### config.mk
export PLATFORM = sky130hd
export DESIGN_NAME = vga_value_scheduler
export DESIGN_NICKNAME = d
export VERILOG_FILES = /design/src/rtl/vga_text_pkg.sv /design/src/rtl/bcd_dabble_step.sv /design/src/rtl/vga_value_scheduler.sv
export SDC_FILE = /design/constraint.sdc
export NUM_CORES = 1
export LEC_CHECK = 0
export CORE_MARGIN = 10
export CORE_UTILIZATION = 47
export DETAILED_ROUTE_END_ITERATION = 10
export DONT_BUFFER_PORTS = 1
export PLACE_DENSITY_LB_ADDON = 0.1
export SLEW_MARGIN = 20
export SYNTH_ARGS = -nofsm -noshare
export SYNTH_HDL_FRONTEND = slang
export SYNTH_HIERARCHICAL = 1
export SYNTH_SLANG_ARGS = --single-unit
### constraint.sdc
create_clock -name clk -period 4.45 [get_ports clk]
set_input_delay 0.2225 -clock clk [delete_from_list [all_inputs] [get_ports clk]]
set_output_delay 0.2225 -clock clk [all_outputs]
set_load 0.1 [all_outputs]
### src/rtl/vga_text_pkg.sv
// vga_text_pkg: shared FSM encoding, BCD sizing and digit-blanking helper for the value scheduler
package vga_text_pkg;
    localparam int BCD_DIGITS = 3;
    localparam int NUM_CH = 3;
    localparam int DIGIT_W = 4;
    localparam int BCD_W = BCD_DIGITS * DIGIT_W;
    typedef enum logic [1:0] {IDLE, CONVERT, PUBLISH} state_t;
    function automatic logic [BCD_DIGITS-1:0] show_mask(input logic [7:0] v);
        return {v >= 8'd100, v >= 8'd10, 1'b1};
    endfunction
endpackage

### src/rtl/bcd_dabble_step.sv
// bcd_dabble_step: one double-dabble iteration (add-3 on nibbles >= 5, then shift in the next binary bit)
module bcd_dabble_step
    import vga_text_pkg::*;
(
    input  logic [BCD_W-1:0] bcd_in,
    input  logic             bit_in,
    output logic [BCD_W-1:0] bcd_out
);
    logic [BCD_W-1:0] adj;
    for (genvar d = 0; d < BCD_DIGITS; d++) begin : g_dig
        assign adj[DIGIT_W*d +: DIGIT_W] = bcd_in[DIGIT_W*d +: DIGIT_W] >= 4'd5 ?
            bcd_in[DIGIT_W*d +: DIGIT_W] + 4'd3 : bcd_in[DIGIT_W*d +: DIGIT_W];
    end
    assign bcd_out = {adj[BCD_W-2:0], bit_in};
endmodule

### src/rtl/vga_value_scheduler.sv
// vga_value_scheduler: latches three values on frame start, converts them to BCD serially and publishes atomically
module vga_value_scheduler
    import vga_text_pkg::*;
#(
    parameter bit VSYNC_ACTIVE_LOW = 1'b1,
    parameter int NUM_BITS = 8
) (
    input  logic                  clk,
    input  logic                  rst,
    input  logic                  vsync_in,
    input  logic                  freeze,
    input  logic [NUM_BITS-1:0]   x_value,
    input  logic [NUM_BITS-1:0]   y_value,
    input  logic [NUM_BITS-1:0]   z_value,
    output logic [BCD_W-1:0]      x_bcd,
    output logic [BCD_W-1:0]      y_bcd,
    output logic [BCD_W-1:0]      z_bcd,
    output logic [BCD_DIGITS-1:0] x_show,
    output logic [BCD_DIGITS-1:0] y_show,
    output logic [BCD_DIGITS-1:0] z_show,
    output logic                  busy,
    output logic                  update_done,
    output logic                  overrun
);
    localparam int CW = $clog2(NUM_BITS);
    localparam logic [CW-1:0] LAST = CW'(NUM_BITS - 1);
    state_t state_q, state_d;
    logic vsync_q;
    logic frame_start;
    logic [NUM_BITS-1:0] sh_q [NUM_CH];
    logic [NUM_BITS-1:0] sh_d [NUM_CH];
    logic [NUM_BITS-1:0] cur;
    logic [1:0] ch_q, ch_d;
    logic [CW-1:0] bit_q, bit_d;
    logic [BCD_W-1:0] acc_q, acc_d, step_out;
    logic [BCD_W-1:0] res_q [NUM_CH];
    logic [BCD_W-1:0] res_d [NUM_CH];
    logic [BCD_W-1:0] bcd_q [NUM_CH];
    logic [BCD_W-1:0] bcd_d [NUM_CH];
    logic [BCD_DIGITS-1:0] show_q [NUM_CH];
    logic [BCD_DIGITS-1:0] show_d [NUM_CH];
    logic done_q, done_d;
    logic overrun_q, overrun_d;
    assign frame_start = VSYNC_ACTIVE_LOW ? (vsync_q & ~vsync_in) : (~vsync_q & vsync_in);
    assign cur = ch_q == 2'd0 ? sh_q[0] : ch_q == 2'd1 ? sh_q[1] : sh_q[2];
    bcd_dabble_step u_step (
        .bcd_in  (acc_q),
        .bit_in  (cur[LAST - bit_q]),
        .bcd_out (step_out)
    );
    always_comb begin
        state_d = state_q;
        sh_d = sh_q;
        ch_d = ch_q;
        bit_d = bit_q;
        acc_d = acc_q;
        res_d = res_q;
        bcd_d = bcd_q;
        show_d = show_q;
        done_d = 1'b0;
        overrun_d = overrun_q | (frame_start & (state_q != IDLE));
        if (state_q == IDLE && frame_start && !freeze) begin
            state_d = CONVERT;
            sh_d = '{x_value, y_value, z_value};
            ch_d = '0;
            bit_d = '0;
            acc_d = '0;
        end else if (state_q == CONVERT) begin
            acc_d = step_out;
            bit_d = bit_q + 1'b1;
            if (bit_q == LAST) begin
                acc_d = '0;
                bit_d = '0;
                ch_d = ch_q + 2'd1;
                for (int i = 0; i < NUM_CH; i++)
                    if (ch_q == 2'(i)) res_d[i] = step_out;
                if (ch_q == 2'(NUM_CH - 1)) state_d = PUBLISH;
            end
        end else if (state_q == PUBLISH) begin
            state_d = IDLE;
            done_d = 1'b1;
            bcd_d = res_q;
            for (int i = 0; i < NUM_CH; i++) show_d[i] = show_mask(sh_q[i]);
        end
    end
    always_ff @(posedge clk) begin
        if (rst) begin
            state_q <= IDLE;
            vsync_q <= VSYNC_ACTIVE_LOW;
            sh_q <= '{default: '0};
            ch_q <= '0;
            bit_q <= '0;
            acc_q <= '0;
            res_q <= '{default: '0};
            bcd_q <= '{default: '0};
            show_q <= '{default: 3'b001};
            done_q <= 1'b0;
            overrun_q <= 1'b0;
        end else begin
            state_q <= state_d;
            vsync_q <= vsync_in;
            sh_q <= sh_d;
            ch_q <= ch_d;
            bit_q <= bit_d;
            acc_q <= acc_d;
            res_q <= res_d;
            bcd_q <= bcd_d;
            show_q <= show_d;
            done_q <= done_d;
            overrun_q <= overrun_d;
        end
    end
    assign x_bcd = bcd_q[0];
    assign y_bcd = bcd_q[1];
    assign z_bcd = bcd_q[2];
    assign x_show = show_q[0];
    assign y_show = show_q[1];
    assign z_show = show_q[2];
    assign busy = state_q != IDLE;
    assign update_done = done_q;
    assign overrun = overrun_q;
endmodule

After elaboration in Yosys (flattened, before gate mapping)
Cells that the tools add are included.
{ "totals": {"ff_bits": 124, "latchBits": 0, "ram_bits": 0, "rom_bits": 0, "input_bits": 28, "output_inout_bits": 48, "wordCells": 83, "memories": 0} }
{ "op_classes": {"n_addsub": 6, "multipliers": 0, "n_div": 0, "order_cmp": 10, "eq_ne": 9, "shifts": 0, "n_mux": 15, "bitwise": 6, "reduce_logical": 17} }
{ "op_table": {"columns": ["operator", "n"], "rows": [
  ["$ge 8x4->1 const B", 3],
  ["$ge 8x7->1 const B", 3],
  ["$mux 8", 2],
  ["$ge 4x3->1 const B", 3],
  ["$mux 12", 1],
  ["$reduce_and 4->1", 3],
  ["$reduce_and 3->1", 3],
  ["$add 4x2->4 const B", 2],
  ["$mux 2", 4],
  ["$mux 4", 2],
  ["$mux 3", 2],
  ["$ne 3x2->1 const B", 2],
  ["$eq 2x1->1 const B", 2],
  ["$eq 2x2->1 const B", 2],
  ["$logic_not 2->1", 2],
  ["$lt 3x4->1 const B", 1],
  ["$ne 2x1->1 const B", 2],
  ["$reduce_bool 2->1", 2],
  ["$add 3x1->3 const B", 1],
  ["$add 3x2->3 const B", 1],
  ["$bmux 1 s3", 1],
  ["$eq 3x3->1 const B", 1],
  ["$mux 1", 3],
  ["$not 1->1", 3],
  ["other kinds (10)", 12]
]} }

Longest topological paths before layout
{ "logic_depth": {"ltp_word": 6, "depth_mapped": 12} }

Hierarchy
Netlist, hierarchy kept.
{ "by_module_without_submodules": {"columns": ["mod", "n_inst", "cells_per_inst", "area_each_um2", "seq_area_each_um2"], "rows": [
  ["vga_value_scheduler", 1, 512, 4839.6, 2482.4],
  ["bcd_dabble_step", 1, 45, 291.5, 0.0]
]} }

Worst setup path after synthesis
No wires, ideal clock.
{ "synth_timing": {"kind": "reg-to-reg", "from": "register ch_q[1]", "to": "register acc_q[0]", "arrival_time_ns": 2.013, "required_ns": 4.323, "setup_slack_ns": 2.310, "path_stages_with_launch": 13, "path_buffers": 2, "synth_period_minus_slack_ns": 2.140, "path_cell_list": "dfxtp_1 -> inv_1 -> ha_1 -> buf_2 -> mux2_2 -> mux4_2 -> mux2i_1 -> mux2i_1 -> buf_4 -> nand2_1 -> nor2_1 -> a21oi_1 -> nor2_1"} }
{ "synth_between": {"elab_chain_len": 6, "word_cells_on_any_way": 7, "cone_classes": "eq/ne: 1; mux: 5; reduce/logical: 1"} }
{ "synth_rtl": {"columns": ["item", "line", "text"], "rows": [
  ["start, declared", "vga_value_scheduler.sv:33", "logic [1:0] ch_q, ch_d;"],
  ["start signal, assigned", "vga_value_scheduler.sv:103", "ch_q <= ch_d;"],
  ["$eq 2x1->1", "vga_value_scheduler.sv:45", "assign cur = ch_q == 2'd0 ? sh_q[0] : ch_q == 2'd1 ? sh_q[1] : sh_q[2];"],
  ["$mux 8", "vga_value_scheduler.sv:45", null],
  ["$mux 8 (*)", "vga_value_scheduler.sv:45", null],
  ["$bmux 1 s3 (*)", "vga_value_scheduler.sv:48", ".bit_in (cur[LAST - bit_q]),"],
  ["$mux 1 (implied by the code) (*)", "vga_value_scheduler.sv:48", null],
  ["via step_out[0]", "vga_value_scheduler.sv:35", "logic [BCD_W-1:0] acc_q, acc_d, step_out;"],
  ["$mux 12 (*)", "vga_value_scheduler.sv:71", "if (bit_q == LAST) begin"],
  ["end signal, assigned", "vga_value_scheduler.sv:93", "acc_q <= '0;"],
  ["end signal, assigned", "vga_value_scheduler.sv:105", "acc_q <= acc_d;"],
  ["end, declared", "vga_value_scheduler.sv:35", null]
]} }
The timed path passes the listed nets; every way through them passes the cells marked *. The select of a mux whose other input is x is not followed.
A chain may end at the register's enable or synchronous reset.

Worst setup path in the final report
{ "layout_timing": {"from": "register state_q[0]", "to": "register sh_q[5] in the netlist's numbering"} }
{ "layout_between": {"elab_chain_len": 3} }
{ "layout_rtl": {"columns": ["item", "line", "text"], "rows": [
  ["start, declared", "vga_value_scheduler.sv:27", "state_t state_q, state_d;"],
  ["start signal, assigned", "vga_value_scheduler.sv:100", "state_q <= state_d;"],
  ["$logic_not 2->1", "vga_value_scheduler.sv:62", "if (state_q == IDLE && frame_start && !freeze) begin"],
  ["$logic_and 1x1->1 (2 in a row)", "vga_value_scheduler.sv:62", null],
  ["end signal, assigned", "vga_value_scheduler.sv:90", "sh_q <= '{default: '0};"],
  ["end signal, assigned", "vga_value_scheduler.sv:102", "sh_q <= sh_d;"],
  ["end, declared", "vga_value_scheduler.sv:30", "logic [NUM_BITS-1:0] sh_q [NUM_CH];"]
]} }
No other way between the ends.

==> flow_summary.json <==
{
  "status": "finished, final reports clean",
  "utilization": 0.591,
  "grt_start_max_net_pins": 106,
  "tns_ns": 0,
  "p_leak_nw": 2.59,
  "syn-instance-count": 557,
  "place_inst": 664,
  "synth_top_area_frac": 0.484,
  "grt_setup_unrepaired": "false",
  "num_vias": 3851,
  "area_growth_syn_to_layout_pct": 23.8,
  "nets": 638,
  "ys_seq_area_frac": 0.484,
  "antenna_found_initial": 0,
  "die_h_um": 124,
  "cts_repair_resize_count": 0,
  "cp.required_ns": 4.90,
  "start_util": 0.478,
  "crit_path_end_kind": "flop",
  "setup.worst_path.class": "flop to flop",
  "synth_largest_area_cell": "dfxtp_1",
  "numCtsBuffers": 17,
  "synth.distinct_cells": 34,
  "worstMarginPinSlew_ns": 1.02,
  "drt_iter0_markers": 317,
  "htreeDepth": 4,
  "synth_top_family_by_area": "multiplexers",
  "max-vdd-ir-drop_uv": 274,
  "synthArstFlopShare": 0,
  "critical_path.max_fanout": 13,
  "synth_area_sq_um": 5130,
  "ys_ff_latch": 124,
  "detailroute.wirelength.met3_um": 683,
  "synth-xor-area-share": 0.00683,
  "hold_viol": 0,
  "synth-compound-area-share": 0.0666,
  "drive_gt1_frac": 0.0824,
  "clock_latency_ns": 0.52,
  "die_w_um": 124,
  "grt_pass1_wl_um": 20100,
  "die-area_sq_um": 15500,
  "yosys-mux-area-fraction": 0.193,
  "post_drt_via_cell_ratio": 5.16,
  "final_cells": 747,
  "drv_cap": 0,
  "fill_cells": 912,
  "period_needed_ns": 2.90,
  "core_sq_um": 10700,
  "yosys.area_share.simple": 0.167,
  "wl_met2_um": 6100,
  "ys_top_cells_by_area": "dfxtp_1, mux2i_1, nor2_1",
  "fin_crit_sh": 0.651,
  "grtUsageTotal": 0.159,
  "max_slew_margin": 0.318,
  "hp-class": "input port to flop",
  "clock.fmax_mhz": 345,
  "clock_path_buffers": 2,
  "cts_tree": "built",
  "port_buffers": 0,
  "wl_um": 12300,
  "power.density_nw_per_um2": 437,
  "wire_per_inst_um": 16.4,
  "diodes": 0,
  "yosysWarningCount": 6,
  "wl_met1_um": 5250,
  "slew_viol_final": 0,
  "place_hpwl_um": 8120,
  "ios": 76,
  "postRouteAntennaNets": 0,
  "synth-adder-area-share": 0.0390,
  "avgSynthCellArea_sq_um": 9.21,
  "clkTransAtPathRegs_ns": 0.06,
  "synth_commonest_cells": "dfxtp_1, nor2_1, mux2i_1, nand2_1, a21oi_1",
  "grt_pass1_vias": 3806,
  "drt_pass1_iterations": 4,
  "fin_skew_ns": 0.0138,
  "synth-edff-count": 0,
  "final-setup-viol-count": 0,
  "post-synth-top-count-cell": "dfxtp_1",
  "cts.sink_count": 124,
  "drcViolationCount": 0,
  "critPathLaunchType": "flop",
  "gp_congestion": 0.790,
  "rows": 38,
  "crit_arrival_ns": 3.34,
  "synthFlopType": "dfxtp_1",
  "maxUsedRoutingLayer": "met4",
  "grt_overflow": 0,
  "clockRootBuffer": "clkbuf_8"
}
[kinds of logic after synthesis]
| family | count (synthesis) |
|---|---|
| AND/OR/NAND/NOR | 209 |
| flip-flops | 124 |
| multiplexers | 93 |
| AO/OA/AOI/OAI | 60 |
| buffers and inverters | 50 |
| adder cells (fa/ha/maj) | 16 |
| XOR/XNOR | 4 |
| other | 1 |
[cell usage in the layout (no fill, tap or decap), drive strengths merged, types with 5 or more instances in the layout]
cell	instances
dfxtp	124
nor2	113
mux2i	81
nand2	72
dlygate4sd3	49
a21oi	40
clkbuf	22
ha	16
inv	13
o21ai	8
mux2	8
nand2b	6
nand3	5
bufinv	5
[path summary, 6_finish.rpt]
check | cells past startpoint | endpoint | start | slack (ns)
hold reg to reg | 2 | sh_q[8] | sh_q[8] | 0.46
setup reg to reg | 8 | sh_q[5] | state_q[0] | 1.55
setup / recovery | 8 | sh_q[5] | state_q[0] | 1.55
hold / removal | 2 | x_bcd[7] | rst | 0.09
[layer usage]
layer  GRT usage  vias up
met3      0.0536       15
li1            -     1939
met2       0.264       77
met5           0        -
met1       0.182     1820
met4      0.0637        0
[through the flow]
| stage | setup WS (ns) | total power, mW | hold WS (ns) | cell area, sq um |
|---|---|---|---|---|
| 2_1_floorplan | 2.31 | 1.24 | 0.329 | 5140 |
| 3_3_place_gp | 1.91 | 1.24 | 0.302 | 5170 |
| 3_5_place_dp | 1.87 | 1.24 | 0.308 | 5170 |
| 4_1_cts | 1.38 | 2.79 | 0.0966 | 6340 |
| 5_1_grt | 1.39 | 2.87 | 0.109 | 6350 |
| 6_report | 1.55 | 2.78 | 0.0880 | 6350 |
[layout make-up]
| cell class | count | area, sq um | share of cell area |
|---|---|---|---|
| Clock buffer | 22 | 473 | 0.0744 |
| Multi-Input combinational cell | 385 | 2440 | 0.385 |
| Clock inverter | 10 | 185 | 0.0291 |
| Timing Repair Buffer | 53 | 544 | 0.0857 |
| Sequential cell | 124 | 2480 | 0.391 |
| Inverter | 13 | 48.8 | 0.00768 |
| Tap cell | 140 | 175 | 0.0276 |
[report_power, final]
part	internal [mW]	total, mW	switching [mW]
registers	1.12	1.14	0.0162
clock network	1.03	1.51	0.483
logic	0.0524	0.128	0.0754
[sequential cells by signal, summed over array words and instances (netlist names), 2 cells and up]
| register | count |
|---|---|
| res_q | 36 |
| y_show | 2 |
| x_bcd | 12 |
| acc_q | 12 |
| y_bcd | 12 |
| state_q | 2 |
| z_bcd | 12 |
| x_show | 2 |
| z_show | 2 |
| ch_q | 2 |
| sh_q | 24 |
| bit_q | 3 |
[critical path, cell delays in order, from the launching register on]
cell           delay [ns]
dfxtp_1              0.32
inv_1                0.13
ha_1                 0.18
inv_1                0.42
nor4b_4              0.75
buf_6                0.24
nand2_1              0.07
dlygate4sd3_1        0.57
a21oi_1              0.14
[timing repair]
item	4_1_cts	5_1_grt
hold endpoints to repair	105	0
buffers inserted	0	0
hold buffers	50	0
(Power assumes the default switching activity.)
